### config.mk
export PLATFORM = sky130hd
export DESIGN_NAME = posit_mul_seq
export DESIGN_NICKNAME = d
export VERILOG_FILES = /design/src/rtl/posit_pkg.sv /design/src/rtl/posit_mul_seq_watchdog.sv /design/src/rtl/posit_mul_seq.sv
export SDC_FILE = /design/constraint.sdc
export NUM_CORES = 1
export LEC_CHECK = 0
export CORE_UTILIZATION = 40
export DETAILED_ROUTE_END_ITERATION = 8
export PLACE_DENSITY = 0.83
export SETUP_SLACK_MARGIN = 0.4
export SYNTH_ARGS = -nofsm -noshare
export SYNTH_HDL_FRONTEND = slang
export SYNTH_SLANG_ARGS = --single-unit
### constraint.sdc
create_clock -name clk -period 2.3 [get_ports clk]
set_clock_uncertainty 0.15 [all_clocks]
set_input_delay 0.575 -clock clk [delete_from_list [all_inputs] [get_ports clk]]
set_output_delay 0.575 -clock clk [all_outputs]
set_load 0.005 [all_outputs]
### src/rtl/posit_pkg.sv
// Shared definitions for the posit multiplier sequencer: state codes, stage ids
// and the special posit words.
package posit_pkg;

    localparam int POSIT_N = 32;

    localparam logic [POSIT_N-1:0] POSIT_ZERO = '0;
    localparam logic [POSIT_N-1:0] POSIT_NAR  = {1'b1, {(POSIT_N-1){1'b0}}};

    localparam logic [2:0] ST_IDLE = 3'd0;
    localparam logic [2:0] ST_DEC  = 3'd1;
    localparam logic [2:0] ST_MUL  = 3'd2;
    localparam logic [2:0] ST_ADJ  = 3'd3;
    localparam logic [2:0] ST_ENC  = 3'd4;
    localparam logic [2:0] ST_OUT  = 3'd5;

    typedef enum logic [2:0] {
        S_IDLE = ST_IDLE,
        S_DEC  = ST_DEC,
        S_MUL  = ST_MUL,
        S_ADJ  = ST_ADJ,
        S_ENC  = ST_ENC,
        S_OUT  = ST_OUT
    } seq_state_e;

    localparam logic [1:0] STAGE_DEC = 2'd0;
    localparam logic [1:0] STAGE_MUL = 2'd1;
    localparam logic [1:0] STAGE_ADJ = 2'd2;
    localparam logic [1:0] STAGE_ENC = 2'd3;

endpackage

### src/rtl/posit_mul_seq_watchdog.sv
// Per-stage watchdog: counts cycles since the current stage's start pulse and
// flags expiry when the stage has had TIMEOUT cycles to answer.
module seq_watchdog #(
    parameter int TIMEOUT = 16
) (
    input  logic clk,
    input  logic rst_n,
    input  logic clr_i,
    input  logic en_i,
    output logic expire_o
);

    localparam logic [7:0] LIMIT = 8'(TIMEOUT);

    logic [7:0] cnt_q;
    logic [7:0] cnt_d;

    // cnt_q equals the number of cycles elapsed since the start cycle
    always_comb begin
        cnt_d = cnt_q;
        if (clr_i) begin
            cnt_d = 8'd1;
        end else if (!en_i) begin
            cnt_d = '0;
        end else if (cnt_q != 8'hFF) begin
            cnt_d = cnt_q + 8'd1;
        end
    end

    always_ff @(posedge clk or negedge rst_n) begin
        if (!rst_n) begin
            cnt_q <= '0;
        end else begin
            cnt_q <= cnt_d;
        end
    end

    assign expire_o = en_i && !clr_i && (cnt_q == LIMIT);

endmodule

### src/rtl/posit_mul_seq.sv
// Sequencer for the multi-cycle posit multiplier: steps decode, multiply,
// adjust and encode via start/done handshakes and holds the product for the consumer.
module posit_mul_seq
    import posit_pkg::*;
#(
    parameter int N       = POSIT_N,
    parameter int TIMEOUT = 16
) (
    input  logic         clk,
    input  logic         rst_n,
    input  logic         in_valid,
    output logic         in_ready,
    input  logic [N-1:0] in_a,
    input  logic [N-1:0] in_b,
    output logic [N-1:0] op_a,
    output logic [N-1:0] op_b,
    output logic         dec_start,
    input  logic         dec_done,
    input  logic         dec_zero,
    input  logic         dec_nar,
    output logic         mul_start,
    input  logic         mul_done,
    output logic         adj_start,
    input  logic         adj_done,
    output logic         enc_start,
    input  logic         enc_done,
    input  logic [N-1:0] enc_result,
    output logic         out_valid,
    input  logic         out_ready,
    output logic [N-1:0] out_result,
    output logic         out_err,
    output logic [1:0]   err_stage,
    output logic         busy
);

    localparam logic [N-1:0] NAR  = {1'b1, {(N-1){1'b0}}};
    localparam logic [N-1:0] ZERO = '0;

    seq_state_e   state_q, state_d;
    logic         first_q, first_d;
    logic [N-1:0] opA_q, opA_d;
    logic [N-1:0] opB_q, opB_d;
    logic [N-1:0] result_q, result_d;
    logic         err_q, err_d;
    logic [1:0]   errStage_q, errStage_d;

    logic         inStage;
    logic         doneSel;
    logic [1:0]   curStage;
    logic         doneAccept;
    logic         expire;

    always_comb begin
        inStage  = 1'b0;
        doneSel  = 1'b0;
        curStage = STAGE_DEC;
        case (state_q)
            S_DEC: begin
                inStage  = 1'b1;
                doneSel  = dec_done;
                curStage = STAGE_DEC;
            end
            S_MUL: begin
                inStage  = 1'b1;
                doneSel  = mul_done;
                curStage = STAGE_MUL;
            end
            S_ADJ: begin
                inStage  = 1'b1;
                doneSel  = adj_done;
                curStage = STAGE_ADJ;
            end
            S_ENC: begin
                inStage  = 1'b1;
                doneSel  = enc_done;
                curStage = STAGE_ENC;
            end
            default: begin
                inStage  = 1'b0;
                doneSel  = 1'b0;
                curStage = STAGE_DEC;
            end
        endcase
    end

    // A done seen in the start cycle belongs to an earlier request and is dropped
    assign doneAccept = inStage && !first_q && doneSel;

    seq_watchdog #(
        .TIMEOUT (TIMEOUT)
    ) u_watchdog (
        .clk      (clk),
        .rst_n    (rst_n),
        .clr_i    (inStage && first_q),
        .en_i     (inStage),
        .expire_o (expire)
    );

    always_comb begin
        state_d    = state_q;
        first_d    = 1'b0;
        opA_d      = opA_q;
        opB_d      = opB_q;
        result_d   = result_q;
        err_d      = err_q;
        errStage_d = errStage_q;
        case (state_q)
            S_IDLE: begin
                if (in_valid) begin
                    opA_d   = in_a;
                    opB_d   = in_b;
                    state_d = S_DEC;
                    first_d = 1'b1;
                end
            end
            S_DEC, S_MUL, S_ADJ, S_ENC: begin
                if (doneAccept) begin
                    case (state_q)
                        S_DEC: begin
                            if (dec_nar) begin
                                result_d = NAR;
                                state_d  = S_OUT;
                            end else if (dec_zero) begin
                                result_d = ZERO;
                                state_d  = S_OUT;
                            end else begin
                                state_d = S_MUL;
                                first_d = 1'b1;
                            end
                        end
                        S_MUL: begin
                            state_d = S_ADJ;
                            first_d = 1'b1;
                        end
                        S_ADJ: begin
                            state_d = S_ENC;
                            first_d = 1'b1;
                        end
                        default: begin
                            result_d = enc_result;
                            state_d  = S_OUT;
                        end
                    endcase
                end else if (expire) begin
                    state_d    = S_OUT;
                    err_d      = 1'b1;
                    errStage_d = curStage;
                    result_d   = NAR;
                end
            end
            S_OUT: begin
                if (out_ready) begin
                    state_d    = S_IDLE;
                    err_d      = 1'b0;
                    errStage_d = STAGE_DEC;
                end
            end
            default: begin
                state_d = S_IDLE;
            end
        endcase
    end

    always_ff @(posedge clk or negedge rst_n) begin
        if (!rst_n) begin
            state_q    <= S_IDLE;
            first_q    <= 1'b0;
            opA_q      <= '0;
            opB_q      <= '0;
            result_q   <= '0;
            err_q      <= 1'b0;
            errStage_q <= STAGE_DEC;
        end else begin
            state_q    <= state_d;
            first_q    <= first_d;
            opA_q      <= opA_d;
            opB_q      <= opB_d;
            result_q   <= result_d;
            err_q      <= err_d;
            errStage_q <= errStage_d;
        end
    end

    assign in_ready   = (state_q == S_IDLE);
    assign busy       = (state_q != S_IDLE);
    assign out_valid  = (state_q == S_OUT);
    assign op_a       = opA_q;
    assign op_b       = opB_q;
    assign out_result = result_q;
    assign out_err    = err_q;
    assign err_stage  = errStage_q;
    assign dec_start  = (state_q == S_DEC) && first_q;
    assign mul_start  = (state_q == S_MUL) && first_q;
    assign adj_start  = (state_q == S_ADJ) && first_q;
    assign enc_start  = (state_q == S_ENC) && first_q;

endmodule

==> Word-level counts from Yosys, hierarchy flattened <==
Cells that the tools add are included.
{ "classes": {"add_sub_neg": 1, "multipliers": 0, "div": 0, "n_lt_le_gt_ge": 0, "eq_ne": 15, "n_shift": 0, "muxes": 33, "n_bitwise": 0, "n_reduce_logical": 21} }
{ "op_table": {"columns": ["operator", "n"], "rows": [
  ["two-way mux 32 bit", 4],
  ["one-hot mux 32 bit (2 select lines)", 1],
  ["two-way mux 8 bit", 3],
  ["two-way mux 3 bit", 6],
  ["one-hot mux 3 bit (3 select lines)", 2],
  ["logical AND 1 bit", 9],
  ["adder 8 x 1 -> 8 bit (second input constant)", 1],
  ["equality test 8 x 5 -> 1 bit (second input constant)", 1],
  ["two-way mux 1 bit", 8],
  ["inequality test 8 bit (second input constant)", 1],
  ["AND reduction 4 bit", 2],
  ["equality test 3 x 2 -> 1 bit (second input constant)", 2],
  ["equality test 3 bit (second input constant)", 2],
  ["two-way mux 2 bit", 3],
  ["inequality test 2 bit (second input constant)", 3],
  ["inequality test 3 x 1 -> 1 bit (second input constant)", 2],
  ["one-hot mux 1 bit (2 select lines)", 3],
  ["one-hot mux 2 bit (3 select lines)", 1],
  ["inequality test 2 x 1 -> 1 bit (second input constant)", 2],
  ["inequality test 4 bit (second input constant)", 1],
  ["one-hot mux 1 bit (4 select lines)", 1],
  ["one-hot mux 2 bit (2 select lines)", 1],
  ["nonzero test 2 bit", 2],
  ["OR reduction 4 bit", 1],
  ["other kinds (7)", 8]
]} }
{ "word_totals": {"reg_bits": 111, "latch_bits": 0, "ramBits": 0, "mem_bits_ro": 0, "in_bits": 106, "elab_cells": 78, "n_memories": 0} }

==> Logic depth before layout (Yosys ltp) <==
{ "logic_depth": {"depth_word": 10, "depth_mapped": 8} }

==> By module <==
From an unflattened synthesis, not the netlist that was laid out.
{ "hier_totals": {"cells_unflattened": 439, "hier_area_um2": 5336.4} }
{ "by_module_without_submodules": {"columns": ["mod", "instances", "cells_each", "area_each_um2"], "rows": [
  ["posit_mul_seq", 1, 385, 4830.9],
  ["seq_watchdog", 1, 54, 505.5]
]} }

==> Least setup slack after synthesis <==
OpenSTA, ideal clock, no wires.
{ "synth_path": {"kind": "input -> register", "startpoint": "in dec_done", "endpoint": "reg errStage_q[0], in the netlist err_stage[0]", "setup_time_ns": 0.128, "arrival_time_ns": 1.804, "t_required_ns": 2.022, "setup_slack_ns": 0.219, "cell_stages": 5, "n_path_buf": 0, "path_cell_list": "mux2_4 a211oi_2 nor2_2 and4bb_2 mux2_1"} }
{ "synth_via": {"elab_chain_len": 4} }
{ "synth_rtl": {"columns": ["element", "line_no", "rtl"], "rows": [
  ["start: declaration", "posit_mul_seq.sv:18", "input logic dec_done,"],
  ["one-hot mux 1 bit (4 select lines)", "posit_mul_seq.sv:57", "case (state_q)"],
  ["logical AND 1 bit", "posit_mul_seq.sv:87", "assign doneAccept = inStage && !first_q && doneSel;"],
  ["inequality test 2 bit (no line)", null, null],
  ["AND reduction 4 bit (no line)", null, null],
  ["end signal: assignment", "posit_mul_seq.sv:180", "errStage_q <= errStage_d;"],
  ["end: declaration", "posit_mul_seq.sv:45", "logic [1:0] errStage_q, errStage_d;"]
]} }
No other way between the ends.
A chain may end at the register's enable or synchronous reset.

==> Worst setup path after layout <==
{ "layout_path": {"startpoint": "reg state_q[2]", "endpoint": "reg result_q[10], in the netlist out_result[10]"} }
{ "layout_via": {"elab_chain_len": 9} }
{ "layout_rtl": {"columns": ["element", "line_no", "rtl"], "rows": [
  ["start: declaration", "posit_mul_seq.sv:39", "seq_state_e state_q, state_d;"],
  ["start signal: assignment", "posit_mul_seq.sv:174", "state_q <= state_d;"],
  ["equality test 3 x 1 -> 1 bit, or another cell as far along", "posit_mul_seq.sv:57, posit_mul_seq.sv:107, posit_mul_seq.sv:118", null],
  ["OR reduction 4 bit (no line)", null, null],
  ["two-way mux 1 bit", "posit_mul_seq.sv:57", null],
  ["logical AND 1 bit", "posit_mul_seq.sv:94", ".clr_i (inStage && first_q),"],
  ["zero test 1 bit", "posit_mul_seq_watchdog.sv:38", "assign expire_o = en_i && !clr_i && (cnt_q == LIMIT);"],
  ["logical AND 1 bit (2 in a row)", "posit_mul_seq_watchdog.sv:38", null],
  ["nonzero test 2 bit (no line)", null, null],
  ["AND reduction 4 bit (no line)", null, null],
  ["end signal: assignment", "posit_mul_seq.sv:178", "result_q <= result_d;"],
  ["end: declaration", "posit_mul_seq.sv:43", "logic [N-1:0] result_q, result_d;"]
]} }
Parallel ways exist; a longest one is shown, timed or not.

==> run metrics <==
Setup Viol. Count Final=18; Arrival @ worst endpoint=2.42 ns; status=complete, but fails checks; Critical Path, Cell by Cell=buf_6, buf_4, and4bb_2, a211oi_4, and2_4, or3_4, buf_16, a22o_1; DRT iter0 DRCs=207; H-tree level count=3; failing checks=setup timing; core box area=11,400 um^2; WL met3=1.27 mm; Startpoint Class=flop; simple-gate share of the synthesized area=8.34%; # DRC=0; # port buffers=211; HPWL after DPL=about 8.8 mm; worst setup margin=-0.0533 ns; cell count after synthesis=between 300 and 400; I/O pin total=212; worst setup path category=reg -> reg; unique cell type count in the Yosys netlist=just under 50; Overall Global Routing Usage=25.1%; EDFF count, synth=0; first-pass GRT wire length=22.6 mm; Detail Route Antenna Nets=0; wire per inst=20.5 um; slew margin rel.=65.4%; Via-to-Cell Ratio=5.21; CTS sink cnt=between 100 and 150; mux cell area share after synthesis=around 18%; via count=slightly above 4k; Worst Hold Class=in -> async; Hold WS=just under 0.04 ns; clk root buf=clkbuf_16; peak supply drop=0.726 mV; CTS tree=done; Area Overhead vs Synth=82.1%; fmax=0.425 GHz; initial antenna violation count=0; synth top area cells=dfrtp_1 59%, mux2_2 16%, a22o_1 6.0%; Worst Path Max Fanout=15; CTS Buf Count=9; Yosys top cell by area=dfrtp_1; max cap viols=0; die width=110 um; Final Max Slew Viols=0; fin area=around 8600 um^2; syn_area_per_cell=14.1 um^2; YS warnings=0; setup slack, reg-to-reg=-0.05 ns; final WL=16.0 mm; Die Y-Extent=approximately 110 um; Leak=4.13 nW; Final nets=742; CTS Buffer Depth=2; Row Count=39; Placer Congestion=0.862; Clock Latency Late Sink=between 0.3 and 0.4 ns; Tmin final=2.35 ns; most frequent cell after synthesis=dfrtp_1; number of global-route vias before repair=4,146; metal1 wirelength=around 6.2 mm; Initial Util=about two fifths; met2 wire length=a little over 8 mm; CP max stage cell=or3_4; worst endpoint required time=2.37 ns; asr flop ratio synth=100%; Post-Syn Nets=441; CP endpoint kind=flop; share of the synthesized area in the top cell type=roughly three fifths; antenna diode count=0; number of hold violations in the final report=0; grt total ovfl=0; most used flip-flop cell after synthesis=dfrtp_1; largest net degree at the start of global routing=51; synthesized flop and latch total=~110; synth cell count leaders=111 x dfrtp_1, 66 x mux2_2, 32 x a22o_1, 14 x nor2_1; xor/xnor share of the synthesized area=0.746%; Adder-Cell Fraction of Synth Area=0.533%; period utilization=102%; largest family of logic cells by synthesized area=multiplexers; post-synthesis sequential area ratio=59.2%; pwr dens=1240 nW/um^2; die area=12,200 um^2; Synth Area in Compound Gates=9.11%; worst-margin pin slew=0.518 ns; share of post-route cells with drive strength above 1=about a third; Syn Std Cell Area=roughly 4700 um^2; Post-DP Area=7090 um^2; DRT Pass-1 Iters=4; CP max stage delay=roughly 0.45 ns; RSZ-0062 raised after global routing=true; top layer in use=met4; CTS clk-pin slew, worst paths=0.08 ns
-- area by class of cell --
| type | instances | area (um^2) |
|---|---|---|
| Timing Repair Buffer | 311 | 3200 |
| Fill cell | 686 | 2870 |
| Sequential cell | 111 | 2780 |
| Multi-Input combinational cell | 196 | 2070 |
| Clock buffer | 9 | 225 |
| Tap cell | 143 | 179 |
| Clock inverter | 7 | 77.6 |
| Inverter | 5 | 18.8 |
-- metal layers --
metal	vias to the layer above	global-route usage (%)
li1	1813	-
met1	2079	29.4
met2	159	45.0
met3	24	6.82
met4	0	6.58
met5	-	0
-- logic make-up (layout without fill, tap and decap cells) --
logic type / count (synthesis) / count (layout)
AO/OA/AOI/OAI: 55 / 55
XOR/XNOR: 4 / 4
adder cells (fa/ha/maj): 2 / 2
buffers and inverters: 26 / 332
flip-flops: 111 / 111
multiplexers: 73 / 73
AND/OR/NAND/NOR: 62 / 62
-- per-stage QoR --
stage | cells | power [mW] | worst slack (ns) | TNS (ns) | utilization, %
2_1_floorplan | 333 | 5.12 | 0.225 | 0 | -
5_1_grt | 782 | 11.1 | -0.0873 | -1.39 | 74.9
4_1_cts | 771 | 10.0 | 0.00861 | 0 | 72.9
6_report | 782 | 10.6 | -0.0533 | -0.250 | 74.9
3_5_place_dp | 693 | 7.35 | -0.272 | -7.74 | 62.1
3_3_place_gp | 693 | 7.19 | -0.229 | -6.50 | 62.1
-- flip-flops by register name, summed over array words and instances (netlist names) --
name	count
op_a	32
first_q	1
out_err	1
state_q	3
u_watchdog.cnt_q	8
op_b	32
err_stage	2
out_result	32
-- path summary, 6_finish.rpt --
path	from	endpoint	cells after the start
worst max-delay path	state_q[2]	out_result[10]	8
worst min-delay path	rst_n	out_result[24]	1
worst max register to register	state_q[2]	out_result[10]	8
worst min register to register	out_result[6]	out_result[6]	1
max in group asynchronous	rst_n	state_q[0]	2
min in group clk	out_result[6]	out_result[6]	1
-- critical path, delay by kind of cell (launching register included) --
kind,cells,cell delay (ns)
flops,1,0.43
buf+inv,3,0.46
compound gates,2,0.27
simple gates,3,0.92
-- power breakdown --
| part | switching [mW] | internal, mW | total (mW) |
|---|---|---|---|
| Combinational | 2.03 | 3.66 | 5.69 |
| Sequential | 0.524 | 2.74 | 3.26 |
| Clock | 0.753 | 0.860 | 1.61 |
| Total | 3.31 | 7.26 | 10.6 |
-- placed cells by master (no fill, tap or decap), drive strengths merged, types with 3 or more instances in the layout --
cell           instances
and4bb                 3
nor2                  16
clkinv                 3
dlygate4sd2           99
nor3                   5
nand3                  3
clkdlybuf4s50        104
a21oi                  7
mux2i                  3
and3                   5
nor4b                  3
a22o                  32
xnor2                  4
buf                  106
and2                   4
inv                    8
o21ai                  6
clkbuf                11
dfrtp                111
mux2                  70
nand2                  9
nor2b                  7
-- repair_timing --
action	in CTS	in global routing
buffers inserted	51	9
endpoints found under the setup margin	207	116
pin swaps	12	23
hold buffers	0	0
resized for setup	238	25
cloned	11	2
Note: power is estimated with default switching activity, not from simulation.
